`config.mk`:
```
export PLATFORM = sky130hd
export DESIGN_NAME = wb_pwm_sequencer
export DESIGN_NICKNAME = d
export VERILOG_FILES = /design/src/rtl/pwm_seq_pkg.sv /design/src/rtl/pwm_seq_tick.sv /design/src/rtl/wb_pwm_sequencer.sv
export SDC_FILE = /design/constraint.sdc
export NUM_CORES = 1
export LEC_CHECK = 0
export CORE_UTILIZATION = 47
export CTS_CLUSTER_SIZE = 8
export DETAILED_ROUTE_END_ITERATION = 7
export GPL_TIMING_DRIVEN = 0
export PLACE_DENSITY = 0.86
export SYNTH_ARGS = -nofsm -noshare
export SYNTH_HDL_FRONTEND = slang
export SYNTH_SLANG_ARGS = --single-unit
export TNS_END_PERCENT = 30
```
`constraint.sdc`:
```
create_clock -name wb_clk_i -period 6.7 [get_ports wb_clk_i]
set_input_delay 2.01 -clock wb_clk_i [delete_from_list [all_inputs] [get_ports wb_clk_i]]
set_output_delay 2.01 -clock wb_clk_i [all_outputs]
set_load 0.005 [all_outputs]
```
`src/rtl/pwm_seq_pkg.sv`:
```
// Shared constants for the Wishbone PWM duty sequencer: state encoding,
// default timer-window address map and the bus timeout.
package pwm_seq_pkg;

    localparam logic [31:0] DefBaseAddr = 32'h3000_0000;
    localparam logic [31:0] DefStride   = 32'h0000_1000;
    localparam logic [31:0] DefRegOff   = 32'h0000_0008;
    localparam int unsigned DefTimeout  = 16;

    localparam int unsigned StW = 3;

    localparam logic [StW-1:0] StIdle  = 3'd0;
    localparam logic [StW-1:0] StLatch = 3'd1;
    localparam logic [StW-1:0] StReq   = 3'd2;
    localparam logic [StW-1:0] StWait  = 3'd3;
    localparam logic [StW-1:0] StNext  = 3'd4;
    localparam logic [StW-1:0] StDone  = 3'd5;

endpackage

```
`src/rtl/pwm_seq_tick.sv`:
```
// Free-running period counter; pulses o_tick on the cycle the count wraps to 0.
module pwm_seq_tick #(
    parameter int unsigned BITS = 32
) (
    input  logic            i_clk,
    input  logic            i_rst,
    input  logic            i_en,
    input  logic [BITS-1:0] i_period,
    output logic            o_tick
);

    logic [BITS-1:0] r_cnt;
    logic [BITS-1:0] r_period;
    logic            w_run;
    logic            w_wrap;

    // A changed period holds the count at 0 for one cycle, restarting the phase.
    assign w_run  = i_en && (i_period != '0) && (i_period == r_period);
    assign w_wrap = (r_cnt == i_period - BITS'(1));
    assign o_tick = w_run && w_wrap;

    always_ff @(posedge i_clk) begin
        if (i_rst) begin
            r_cnt    <= '0;
            r_period <= '0;
        end else begin
            r_period <= i_period;
            if (!w_run || w_wrap) begin
                r_cnt <= '0;
            end else begin
                r_cnt <= r_cnt + BITS'(1);
            end
        end
    end

endmodule

```
`src/rtl/wb_pwm_sequencer.sv`:
```
// Sweeps a snapshot of per-channel duty values into PWM timer compare
// registers over a Wishbone master port, on a periodic tick or software trigger.
module wb_pwm_sequencer
    import pwm_seq_pkg::*;
#(
    parameter int unsigned     BITS      = 32,
    parameter int unsigned     CH        = 4,
    parameter logic [BITS-1:0] BASE_ADDR = BITS'(DefBaseAddr),
    parameter logic [BITS-1:0] STRIDE    = BITS'(DefStride),
    parameter logic [BITS-1:0] REG_OFF   = BITS'(DefRegOff),
    parameter int unsigned     TIMEOUT   = DefTimeout
) (
    input  logic                   wb_clk_i,
    input  logic                   wb_rst_i,
    input  logic                   en,
    input  logic [BITS-1:0]        period,
    input  logic                   sw_trig,
    input  logic [CH*BITS-1:0]     duty,
    output logic [BITS-1:0]        m_wb_adr,
    output logic [BITS-1:0]        m_wb_dat_w,
    output logic [3:0]             m_wb_sel,
    output logic                   m_wb_we,
    output logic                   m_wb_cyc,
    output logic                   m_wb_stb,
    input  logic                   m_wb_ack,
    input  logic                   m_wb_err,
    output logic                   busy,
    output logic                   done,
    output logic                   err_sticky,
    output logic [$clog2(CH)-1:0]  err_ch
);

    localparam int unsigned IW = $clog2(CH);
    localparam int unsigned TW = $clog2(TIMEOUT + 1);

    logic [StW-1:0]  r_state;
    logic [StW-1:0]  w_state_nxt;
    logic [IW-1:0]   r_idx;
    logic            r_pend;
    logic [BITS-1:0] r_snap [CH];
    logic [TW-1:0]   r_wait;
    logic            r_cyc;
    logic [BITS-1:0] r_adr;
    logic [BITS-1:0] r_dat;
    logic            r_err;
    logic [IW-1:0]   r_err_ch;

    logic            w_tick;
    logic            w_trig;
    logic            w_timeout;
    logic            w_term;
    logic            w_fail;
    logic            w_last;
    logic [BITS-1:0] w_adr;

    pwm_seq_tick #(
        .BITS (BITS)
    ) u_tick (
        .i_clk    (wb_clk_i),
        .i_rst    (wb_rst_i),
        .i_en     (en),
        .i_period (period),
        .o_tick   (w_tick)
    );

    assign w_trig    = w_tick || sw_trig;
    assign w_timeout = (r_wait == TW'(TIMEOUT - 1));
    assign w_term    = m_wb_ack || m_wb_err || w_timeout;
    // err wins over a simultaneous ack; an ack on the last wait cycle still counts.
    assign w_fail    = m_wb_err || (w_timeout && !m_wb_ack);
    assign w_last    = (r_idx == IW'(CH - 1));
    assign w_adr     = BASE_ADDR + BITS'(r_idx) * STRIDE + REG_OFF;

    always_comb begin
        w_state_nxt = r_state;
        case (r_state)
            StIdle:  if (w_trig) w_state_nxt = StLatch;
            StLatch: w_state_nxt = StReq;
            StReq:   w_state_nxt = StWait;
            StWait:  if (w_term) w_state_nxt = StNext;
            StNext:  w_state_nxt = w_last ? StDone : StReq;
            StDone:  w_state_nxt = (r_pend || w_trig) ? StLatch : StIdle;
            default: w_state_nxt = StIdle;
        endcase
    end

    always_ff @(posedge wb_clk_i) begin
        if (wb_rst_i) begin
            r_state  <= StIdle;
            r_idx    <= '0;
            r_pend   <= 1'b0;
            r_wait   <= '0;
            r_cyc    <= 1'b0;
            r_adr    <= '0;
            r_dat    <= '0;
            r_err    <= 1'b0;
            r_err_ch <= '0;
            for (int i = 0; i < CH; i++) begin
                r_snap[i] <= '0;
            end
        end else begin
            r_state <= w_state_nxt;

            case (r_state)
                StLatch: begin
                    for (int i = 0; i < CH; i++) begin
                        r_snap[i] <= duty[i*BITS +: BITS];
                    end
                    r_idx <= '0;
                end
                StReq: begin
                    r_cyc  <= 1'b1;
                    r_adr  <= w_adr;
                    r_dat  <= r_snap[r_idx];
                    r_wait <= '0;
                end
                StWait: begin
                    if (w_term) begin
                        r_cyc <= 1'b0;
                        r_adr <= '0;
                        r_dat <= '0;
                        if (w_fail) begin
                            r_err    <= 1'b1;
                            r_err_ch <= r_idx;
                        end
                    end else begin
                        r_wait <= r_wait + TW'(1);
                    end
                end
                StNext: begin
                    if (!w_last) r_idx <= r_idx + IW'(1);
                end
                default: ;
            endcase

            // Triggers during a sweep collapse into one pending request, consumed at DONE.
            if (r_state == StDone) begin
                r_pend <= 1'b0;
            end else if (r_state != StIdle && w_trig) begin
                r_pend <= 1'b1;
            end
        end
    end

    assign m_wb_cyc   = r_cyc;
    assign m_wb_stb   = r_cyc;
    assign m_wb_we    = r_cyc;
    assign m_wb_sel   = {4{r_cyc}};
    assign m_wb_adr   = r_adr;
    assign m_wb_dat_w = r_dat;
    assign busy       = (r_state != StIdle);
    assign done       = (r_state == StDone);
    assign err_sticky = r_err;
    assign err_ch     = r_err_ch;

endmodule

```
==> results of run 1 <==
-- registers in the layout, summed over array words and instances, names as in the netlist, named ones only --
register and flops:
u_tick.r_cnt 32, r_state 3, r_idx 2, err_sticky 1
r_pend 1, r_snap 128, r_wait 5, m_wb_adr 3
m_wb_dat_w 32, err_ch 2, u_tick.r_period 32
-- worst max-delay path, cell delays in order --
cell             delay, ns
clkdlybuf4s50_1       0.55
nor4_1                0.65
nand3_1               0.51
nor3b_2               0.40
o2111ai_1             0.18
a2111oi_2             0.42
a41o_2                0.35
buf_6                 0.17
nor2_1                0.06
-- cells by family after synthesis --
kind of cell | count (synthesis) | synth area share [%]
AND/OR/NAND/NOR | 443 | 21.1
flip-flops | 243 | 52.7
buffers and inverters | 111 | 5.08
XOR/XNOR | 102 | 7.66
AO/OA/AOI/OAI | 101 | 6.38
multiplexers | 36 | 6.53
adder cells (fa/ha/maj) | 5 | 0.536
other | 1 | 0.0322
-- metrics by stage --
stage | hold slack, ns | std cells | total power [mW] | setup slack (ns)
floorplan | 0.442 | 1068 | 2.15 | 2.05
global placement | 0.436 | 1590 | 2.40 | 0.591
detailed placement | 0.451 | 1594 | 2.44 | 1.36
CTS | 0.478 | 1656 | 4.11 | 1.86
global route | 0.498 | 1656 | 4.24 | 1.59
finish | 0.476 | 1656 | 4.09 | 1.78
-- per-layer routing --
layer | vias to the layer above | GRT usage [%] | part of all wire [%]
met5 | - | 0 | 0
met4 | 0 | 9.09 | 3.1
met3 | 75 | 6.20 | 8.2
met2 | 376 | 42.9 | 51
met1 | 4299 | 28.2 | 38
li1 | 4207 | - | -
-- where the power goes --
group / internal, mW / switching (mW) / total (mW)
clock network: 1.03 / 0.641 / 1.67
registers: 1.75 / 0.0589 / 1.81
logic: 0.313 / 0.303 / 0.616
total: 3.09 / 1.00 / 4.09
-- worst paths after layout --
check	to	slack [ns]	cells past startpoint
max	u_tick.r_cnt[26]	1.78	9
min	r_wait[1]	0.48	2
max reg2reg	m_wb_dat_w[5]	3.59	9
min reg2reg	r_wait[1]	0.48	2
-- final cells by class --
cell class | instances | share of cell area (%)
multi-input cells | 714 | 32.9
plain buffers | 100 | 3.60
clock buffers | 59 | 6.59
clock inverters | 3 | 0.335
inverters | 11 | 0.270
well taps | 324 | 2.65
flip-flops and latches | 243 | 40.2
repair buffers | 202 | 13.5
-- synth_stat cells, drive strengths merged (3+ instances only) --
| master | instances |
|---|---|
| and2 | 131 |
| nand2 | 34 |
| inv | 11 |
| nor3b | 3 |
| and4 | 4 |
| nand4 | 32 |
| xor2 | 40 |
| ha | 5 |
| clkbuf | 46 |
| o31ai | 3 |
| o21ai | 12 |
| mux4 | 32 |
| o21a | 3 |
| edfxtp | 128 |
| nand2b | 6 |
| o31a | 4 |
| dfxtp | 115 |
| a21oi | 11 |
| nor4 | 22 |
| buf | 54 |
| o211ai | 5 |
| a22oi | 37 |
| a31oi | 3 |
| xnor2 | 62 |
| mux2i | 3 |
| or4 | 7 |
| nor2 | 109 |
| or3 | 6 |
| a211oi | 3 |
| nand3 | 21 |
| and3 | 7 |
| nor3 | 19 |
| nand3b | 4 |
| nor2b | 32 |
==> metrics.txt, run 1 <==
area grow syn2layout=31.2%; worst path arrival time=5.30 ns; Ports=242; async set-or-reset flop fraction in the synthesized netlist=0%; HP Class=flop to flop; first-pass GRT wire length=48400 um; static leakage=5.43 nW; CTS clk-pin slew, worst paths=~0.05 ns; Root Driver=clkbuf_16; share of cells above drive strength 1=a little over a tenth; final setup fails=0; Netlist cell types=between 60 and 70; top cell type's share of synthesized area=between 30 and 40%; crit path kind=primary input to flop; Nets=1479; Tightest Pin Transition=about 0.95 ns; Die H=160 um; Final Hold Viols=0; Post-synth EDFFs=roughly 130; final critical-path share of the clock period=about three quarters; first drt pass iteration count=7; ant diodes=0; per-cell routed wire length=about 19 um; maximum VDD drop=between 0.2 and 0.25 mV; post-synthesis cell area=11700 um2; max-slew violations=0; Cells after Synth=roughly 1000; post-CTS sizing=0; Synth Flop Type=edfxtp_1; most common cell after layout, fill and taps aside=clkdlybuf4s50_1; CTS tree=yes; # Post-CTS Setup Buffers=0; Yosys top cell by area=edfxtp_1; CTS Buf Count=36; maximum fanout along the worst path=10; crit end category=flop; initial antenna violation count=0; status=finished, final reports clean; #FFs+latches synth=~240; MaxCap Viol Count=0; storage element area=just over 6000 um2; RSZ-0062 raised after global routing=false; die width=roughly 160 um; Core Util, Final=a little over three fifths; dominant cells by area after synthesis=edfxtp_1 33%, dfxtp_1 20%, and2_1 7.0%; CTS Buffer Depth=3; Max Fclk=203 MHz; DP HPWL=about 22000 um; Hold Startpoint=r_wait[1]; Initial DRC Count=approximately 660; FF-to-FF Start=r_state[1]; minimum clock period=~5 ns; Tot GR Track Use=between 20% and 30%; worst clock skew=between 0.02 and 0.025 ns; Vias=~9000; Post-Route WL=between 30000 and 40000 um; Rows=between 50 and 60; Congestion Overflow GR=0; placed inst area=approximately 14000 um2; starting density of the core=a little under half; Die ar.=between 20000 and 30000 um2; Fillers=around 1800; crit start category=primary input; Slew HR=between 30 and 40%; Clock Sinks=~240; Post-DRT Antenna Nets=0; number of global-route vias before repair=approximately 9200; # DRC=0; clk_lat worst skew=about 0.52 ns; PD cells=267 nW/um2; largest net degree at the start of global routing=35; cell area after layout=15300 um2; sequential area share after synthesis=approximately 53%; setup TNS=0 ns; synthesis warning total=0; CORE AREA=approximately 24000 um2; cts-stage hold buffer count=0; Worst Path Required=7.09 ns; Port Buf Inserts=just under 200; H-tree Lvls=2; Final GP Congestion=roughly 0.94; area of the multi-input gates=between 5000 and 6000 um2; Worst Setup SP=period[9]; vias per cell=around 5.4; Avg Cell Area, Syn=approximately 11 um2; leading cell types in the layout, fill and taps excluded=198 x clkdlybuf4s50_1, 131 x and2_1, 128 x edfxtp_1
(Power assumes the default switching activity.)
==> run 2, diff against run 1 <==
--- a/config.mk
+++ b/config.mk
@@ -5,11 +5,11 @@
 export SDC_FILE = /design/constraint.sdc
 export NUM_CORES = 1
 export LEC_CHECK = 0
-export CORE_UTILIZATION = 47
+export CORE_UTILIZATION = 52
 export CTS_CLUSTER_SIZE = 8
 export DETAILED_ROUTE_END_ITERATION = 7
 export GPL_TIMING_DRIVEN = 0
-export PLACE_DENSITY = 0.86
+export PLACE_DENSITY = 0.9
 export SYNTH_ARGS = -nofsm -noshare
 export SYNTH_HDL_FRONTEND = slang
 export SYNTH_SLANG_ARGS = --single-unit
==> constraint.sdc (replaced) <==
create_clock -name wb_clk_i -period 4.54 [get_ports wb_clk_i]
set_input_delay 1.362 -clock wb_clk_i [delete_from_list [all_inputs] [get_ports wb_clk_i]]
set_output_delay 1.362 -clock wb_clk_i [all_outputs]
set_load 0.005 [all_outputs]
==> run 2 against run 1 <==
  * Cell count fell by 3.0%
  * Clock power grew 49%
  * Combinational power rose by 48%
  * Setup slack got worse by 1.5 ns
  * Critical path depth stayed put
  * Sequential share of layout area up 0.28 points
  * Largest cell class unchanged
  * Die area down 9.5%
  * Flip-flop and latch count stayed put
  * Register-to-register slack lost 2.1 ns
  * Non-clock buffer count fell by 1
  * First-iteration DRC count decreased by 3.8%
  * Core utilization up 6.5 points
==> metrics.txt, run 2 (synthesis results as in run 1) <==
Combinational Power Share=15.0% (about the same); Seq pwr share=44.1% (about the same); maximum fanout along the worst path=10 (unchanged); CTS clk-pin slew, worst paths=0.05 ns (about the same); Congestion Overflow GR=0 (unchanged); share of cells above drive strength 1=10.6% (-0.027 points); Largest stage delay, worst path=0.65 ns (about the same); post-CTS sizing=0 (unchanged); # Post-CTS Setup Buffers=0 (unchanged); H-tree Lvls=2 (unchanged); CP bufs+invs=2 (unchanged); largest net degree at the start of global routing=37 (+5.7%); minimum clock period=4.23 ns; area grow syn2layout=30.3%; CTS tree=yes; crit start category=primary input; Die ar.=23000 um2 (-9.5%); first-pass GRT wire length=48600 um (+0.53%); vias per cell=5.66 (+4.7%); number of global-route vias before repair=9239 (+0.28%); final setup fails=0 (unchanged); Root Driver=clkbuf_16; CORE AREA=21900 um2 (-10%); most common cell after layout, fill and taps aside=clkdlybuf4s50_1; crit end category=flop; Layout Cells excl Fill=1606 (-3.0%); Die H=152 um (-4.9%); per-cell routed wire length=19.9 um (+6.6%); CTS Buffer Depth=3 (unchanged); CP max stage cell=nor4_1; worst path arrival time=4.63 ns (-0.67 ns); Vias=9097 (+1.6%); ant diodes=0 (unchanged); PD cells=398 nW/um2 (+49%); CTS Buf Count=36 (unchanged); Post-Route WL=32000 um (+3.4%); CP cell instances=clkdlybuf4s50_1, nor4_1, nand3_1, nor3b_2, o2111ai_1, a2111oi_2, a41o_2, buf_6, nor2_1; Post-Place Cells=1549 (-2.8%); status=finished, final reports clean; first drt pass iteration count=5 (-2); starting density of the core=53.3% (+5.3 points); Initial DRC Count=632 (-3.8%); Fillers=1491 (-18%); max-slew violations=0 (unchanged); HP Class=flop to flop; Final GP Congestion=0.927 (-1.0%); leading cell types in the layout, fill and taps excluded=198 x clkdlybuf4s50_1, 131 x and2_1, 128 x edfxtp_1; cts-stage hold buffer count=0 (unchanged); Max Fclk=236 MHz; static leakage=5.41 nW (-0.39%); Worst Path Required=4.94 ns (-2.15 ns); Largest Register=r_snap; Port Buf Inserts=198 (unchanged); Total Power=6.06 mW (+48%); final critical-path share of the clock period=93.2%; clk_lat worst skew=0.52 ns (about the same); Post-DRT Antenna Nets=0 (unchanged); Rows=54 (-5.3%); Psw=1.52 mW (+52%); Int Pwr=4.54 mW (+47%); Final Hold Viols=0 (unchanged); die width=152 um (-4.9%); maximum VDD drop=0.296 mV (+30%); fraction of power spent switching nets=25.1% (+0.56 points); RSZ-0062 raised after global routing=false; crit path kind=primary input to flop; Clock Sinks=243 (unchanged); DP HPWL=22200 um (-0.98%); Tot GR Track Use=28.0% (+3.7 points); MaxCap Viol Count=0 (unchanged); Slew HR=34.2% (-2.3 points); CP top delay family=simple AND/OR/NAND/NOR gates; Clk pwr share=40.9% (about the same); Ports=242 (unchanged); initial antenna violation count=0 (unchanged); Nets=1478 (-0.068%); # DRC=0 (unchanged); worst clock skew=0.0137 ns (-0.00956 ns); Tightest Pin Transition=0.984 ns (+0.0318 ns); max FFs per register=128 (unchanged)
[run 2: changes by cell type in the layout (fill, tap and decap cells not counted), sizes merged]
cell and delta:
buf -1, clkbuf -5, clkinv -3, clkinvlp +1, inv +2
[run 2: final cells by class]
| class | instances | area, um2 | share of cell area [%] |
|---|---|---|---|
| sequential | 243 | 6150 | 40.4 |
| buffer | 100 | 552 | 3.63 |
| multi-input combinational | 714 | 5030 | 33.1 |
| inverter | 11 | 41.3 | 0.272 |
| clock inverter | 3 | 47.5 | 0.313 |
| tap | 280 | 350 | 2.30 |
| timing repair buffer | 201 | 2040 | 13.4 |
| clock buffer | 54 | 990 | 6.51 |
[run 2: final timing paths]
kind                                 start                to  slack, ns  depth (start not counted)
worst max-delay path             period[9]  u_tick.r_cnt[29]       0.31                          9
worst min-delay path            err_sticky        err_sticky       0.46                          2
worst max register to register  r_state[1]     m_wb_dat_w[8]       1.49                          9
worst min register to register  err_sticky        err_sticky       0.46                          2
[run 2: power groups by stage]
| stage | clock network [mW] | logic (mW) | registers (mW) |
|---|---|---|---|
| after floorplan | 0 | 0.486 | 2.69 |
| after global placement | 0 | 0.841 | 2.70 |
| after detailed placement | 0 | 0.886 | 2.70 |
| after CTS | 2.50 | 0.905 | 2.67 |
| after global routing | 2.59 | 0.977 | 2.68 |
| final | 2.48 | 0.911 | 2.67 |
[run 2: metal layers]
metal,vias to the layer above,wire length [um],global-route usage [%]
li1,4190,-,-
met1,4390,11800,31.5
met2,442,16700,51.2
met3,75,2590,6.44
met4,0,890,10.4
met5,-,0,0
[run 2: worst min-delay path, cell delays in order (launching register included)]
cell     delay [ns]
dfxtp_1        0.31
inv_1          0.05
a21oi_1        0.05
[run 2: per-stage QoR]
stage	TNS [ns]	hold slack, ns	cell area (um2)	worst slack [ns]	utilization (%)
floorplan	0	0.442	11800	0.189	-
global placement	-126.34	0.437	14100	-0.958	64.4
detailed placement	-2.61	0.454	14200	-0.108	64.7
CTS	0	0.462	15200	0.403	69.4
global route	0	0.503	15200	0.183	69.4
finish	0	0.465	15200	0.311	69.4
==> run 3, diff against run 2 <==
--- a/config.mk
+++ b/config.mk
@@ -5,11 +5,12 @@
 export SDC_FILE = /design/constraint.sdc
 export NUM_CORES = 1
 export LEC_CHECK = 0
-export CORE_UTILIZATION = 52
+export CORE_UTILIZATION = 53
+export CTS_BUF_LIST = sky130_fd_sc_hd__clkbuf_8
 export CTS_CLUSTER_SIZE = 8
 export DETAILED_ROUTE_END_ITERATION = 7
 export GPL_TIMING_DRIVEN = 0
-export PLACE_DENSITY = 0.9
+export PLACE_DENSITY = 0.91
 export SYNTH_ARGS = -nofsm -noshare
 export SYNTH_HDL_FRONTEND = slang
 export SYNTH_SLANG_ARGS = --single-unit
==> run 3 against run 2 <==
  * Cell area shrank 1.7%
  * Core utilization grew 0.74 points
  * Fmax shrank 1.9%
  * Count of clock-buffer cells in the layout shrank 11
  * First-iteration DRC count grew 13%
  * Via count shrank 0.23%
  * Sequential power is essentially flat
  * Flip-flop and latch count is the same
  * Largest cell class unchanged
  * Largest power group unchanged
==> metrics.txt, run 3 (synthesis results as in run 1) <==
status=finished, final reports clean; minimum clock period=4.31 ns (+0.0826 ns); Initial DRC Count=715 (+13%); most common cell after layout, fill and taps aside=clkdlybuf4s50_1; CTS Buf Count=40 (+11%); CTS tree=yes; H-tree Lvls=2 (unchanged); Clk pwr share=33.5% (-7.4 points); Tot GR Track Use=28.1% (+0.070 points); # DRC=0 (unchanged); Core Util, Final=70.2% (+0.74 points); CORE AREA=21300 um2 (-2.8%); share of cells above drive strength 1=11.3% (+0.66 points); Ports=242 (unchanged); first drt pass iteration count=5 (unchanged); crit start category=primary input; Seq pwr share=49.4% (+5.3 points); Combinational Power Share=17.1% (+2.1 points); leading cell types in the layout, fill and taps excluded=198 x clkdlybuf4s50_1, 131 x and2_1, 128 x edfxtp_1; placed inst area=14200 um2 (+0.20%); Largest Register=r_snap; Die H=150 um (-0.94%); Clock Sinks=243 (unchanged); die width=150 um (-0.94%); worst clock skew=0.0331 ns (+0.0193 ns); Int Pwr=3.98 mW (-12%); max FFs per register=128 (unchanged); worst setup margin=0.228 ns (-0.0826 ns); Rows=53 (-1.9%); Post-Place Cells=1545 (-0.26%); setup slack at placement=-0.261 ns (-0.153 ns); DP HPWL=23100 um (+4.2%); number of global-route vias before repair=9223 (-0.17%); PD cells=361 nW/um2 (-9.4%); post-CTS sizing=0 (unchanged); MaxCap Viol Count=0 (unchanged); Die ar.=22600 um2 (-1.9%); cell area after layout=14900 um2 (-1.7%); crit path kind=primary input to flop; RSZ-0062 raised after global routing=false; Nets=1483 (+0.34%); worst path arrival time=4.74 ns (+0.11 ns); max-slew violations=0 (unchanged); maximum VDD drop=0.335 mV (+13%); largest net degree at the start of global routing=38 (+2.7%); CTS Buffer Depth=3 (unchanged); static leakage=5.37 nW (-0.77%); Final Hold Viols=0 (unchanged); Root Driver=clkbuf_8; HP Class=flop to flop; Psw=1.42 mW (-6.8%); Worst Path Required=4.97 ns (+0.03 ns); first-pass GRT wire length=48100 um (-1.1%); starting density of the core=54.8% (+1.5 points); Tightest Pin Transition=0.967 ns (-0.0173 ns); clk_lat worst skew=0.56 ns (+0.04 ns); vias per cell=5.63 (-0.66%); Congestion Overflow GR=0 (unchanged); initial antenna violation count=1 (+1); Final GP Congestion=0.943 (+1.8%); Max Fclk=232 MHz (-1.9%); area grow syn2layout=28.1%; fraction of power spent switching nets=26.3% (+1.2 points); Post-Route WL=31200 um (-2.3%); Slew HR=35.5% (+1.3 points); CTS clk-pin slew, worst paths=0.06 ns (about the same); final setup fails=0 (unchanged); final critical-path share of the clock period=95.0% (+1.8 points); Post-DRT Antenna Nets=0 (unchanged); cts-stage hold buffer count=0 (unchanged); Port Buf Inserts=198 (unchanged); maximum fanout along the worst path=10 (unchanged); # Post-CTS Setup Buffers=0 (unchanged); Layout Cells excl Fill=1613 (+0.44%); crit end category=flop; Vias=9076 (-0.23%); per-cell routed wire length=19.4 um (-2.7%)
## run 3: changes by cell type in the layout (fill, tap and decap cells not counted), moves of 2 or more
cell | previous run | this run
clkbuf_8 | 0 | 43
clkbuf_1 | 63 | 46
buf_16 | 0 | 2
clkbuf_16 | 37 | 0
inv_1 | 11 | 28
inv_16 | 2 | 0
## run 3: worst paths after layout
path | from | endpoint | slack (ns) | depth (start not counted)
worst max register to register | r_state[1] | m_wb_dat_w[8] | 1.45 | 9
worst min register to register | err_sticky | err_sticky | 0.47 | 2
worst min-delay path | err_sticky | err_sticky | 0.47 | 2
worst max-delay path | period[9] | u_tick.r_cnt[23] | 0.23 | 9
## run 3: layout make-up
class / count / area [um2]
fill: 1426 / 6350
sequential: 243 / 6150
multi-input combinational: 714 / 5030
timing repair buffer: 202 / 2080
clock buffer: 43 / 592
buffer: 100 / 552
tap: 275 / 344
clock inverter: 24 / 151
inverter: 11 / 41.3
antenna: 1 / 2.50
## run 3: power by group through the flow
| stage | clock network [mW] | logic, mW | registers (mW) |
|---|---|---|---|
| after floorplan | 0 | 0.486 | 2.69 |
| after global placement | 0 | 0.841 | 2.70 |
| after detailed placement | 0 | 0.905 | 2.70 |
| after CTS | 1.83 | 0.918 | 2.66 |
| after global routing | 1.93 | 0.985 | 2.68 |
| final | 1.81 | 0.920 | 2.66 |
## run 3: per-stage QoR
stage / power [mW] / TNS, ns / hold WS, ns
after global routing: 5.59 / 0 / 0.500
after global placement: 3.54 / -139.02 / 0.434
after floorplan: 3.17 / 0 / 0.442
final: 5.39 / 0 / 0.470
after detailed placement: 3.61 / -7.72 / 0.462
after CTS: 5.41 / 0 / 0.471
## run 3: worst max-delay path: stages
cell	delay, ns
clkdlybuf4s50_1	0.54
nor4_1	0.72
nand3_1	0.47
nor3b_2	0.40
o2111ai_1	0.19
a2111oi_2	0.46
a41o_2	0.36
buf_6	0.17
nor2_1	0.05
## run 3: routing by layer
metal  wire length [um]  global-route usage (%)  part of all wire, %
met4               1130                    12.1                  3.6
met2              16400                    51.3                   52
met3               2360                    6.48                  7.6
met5                  0                       0                    0
met1              11400                    30.9                   36
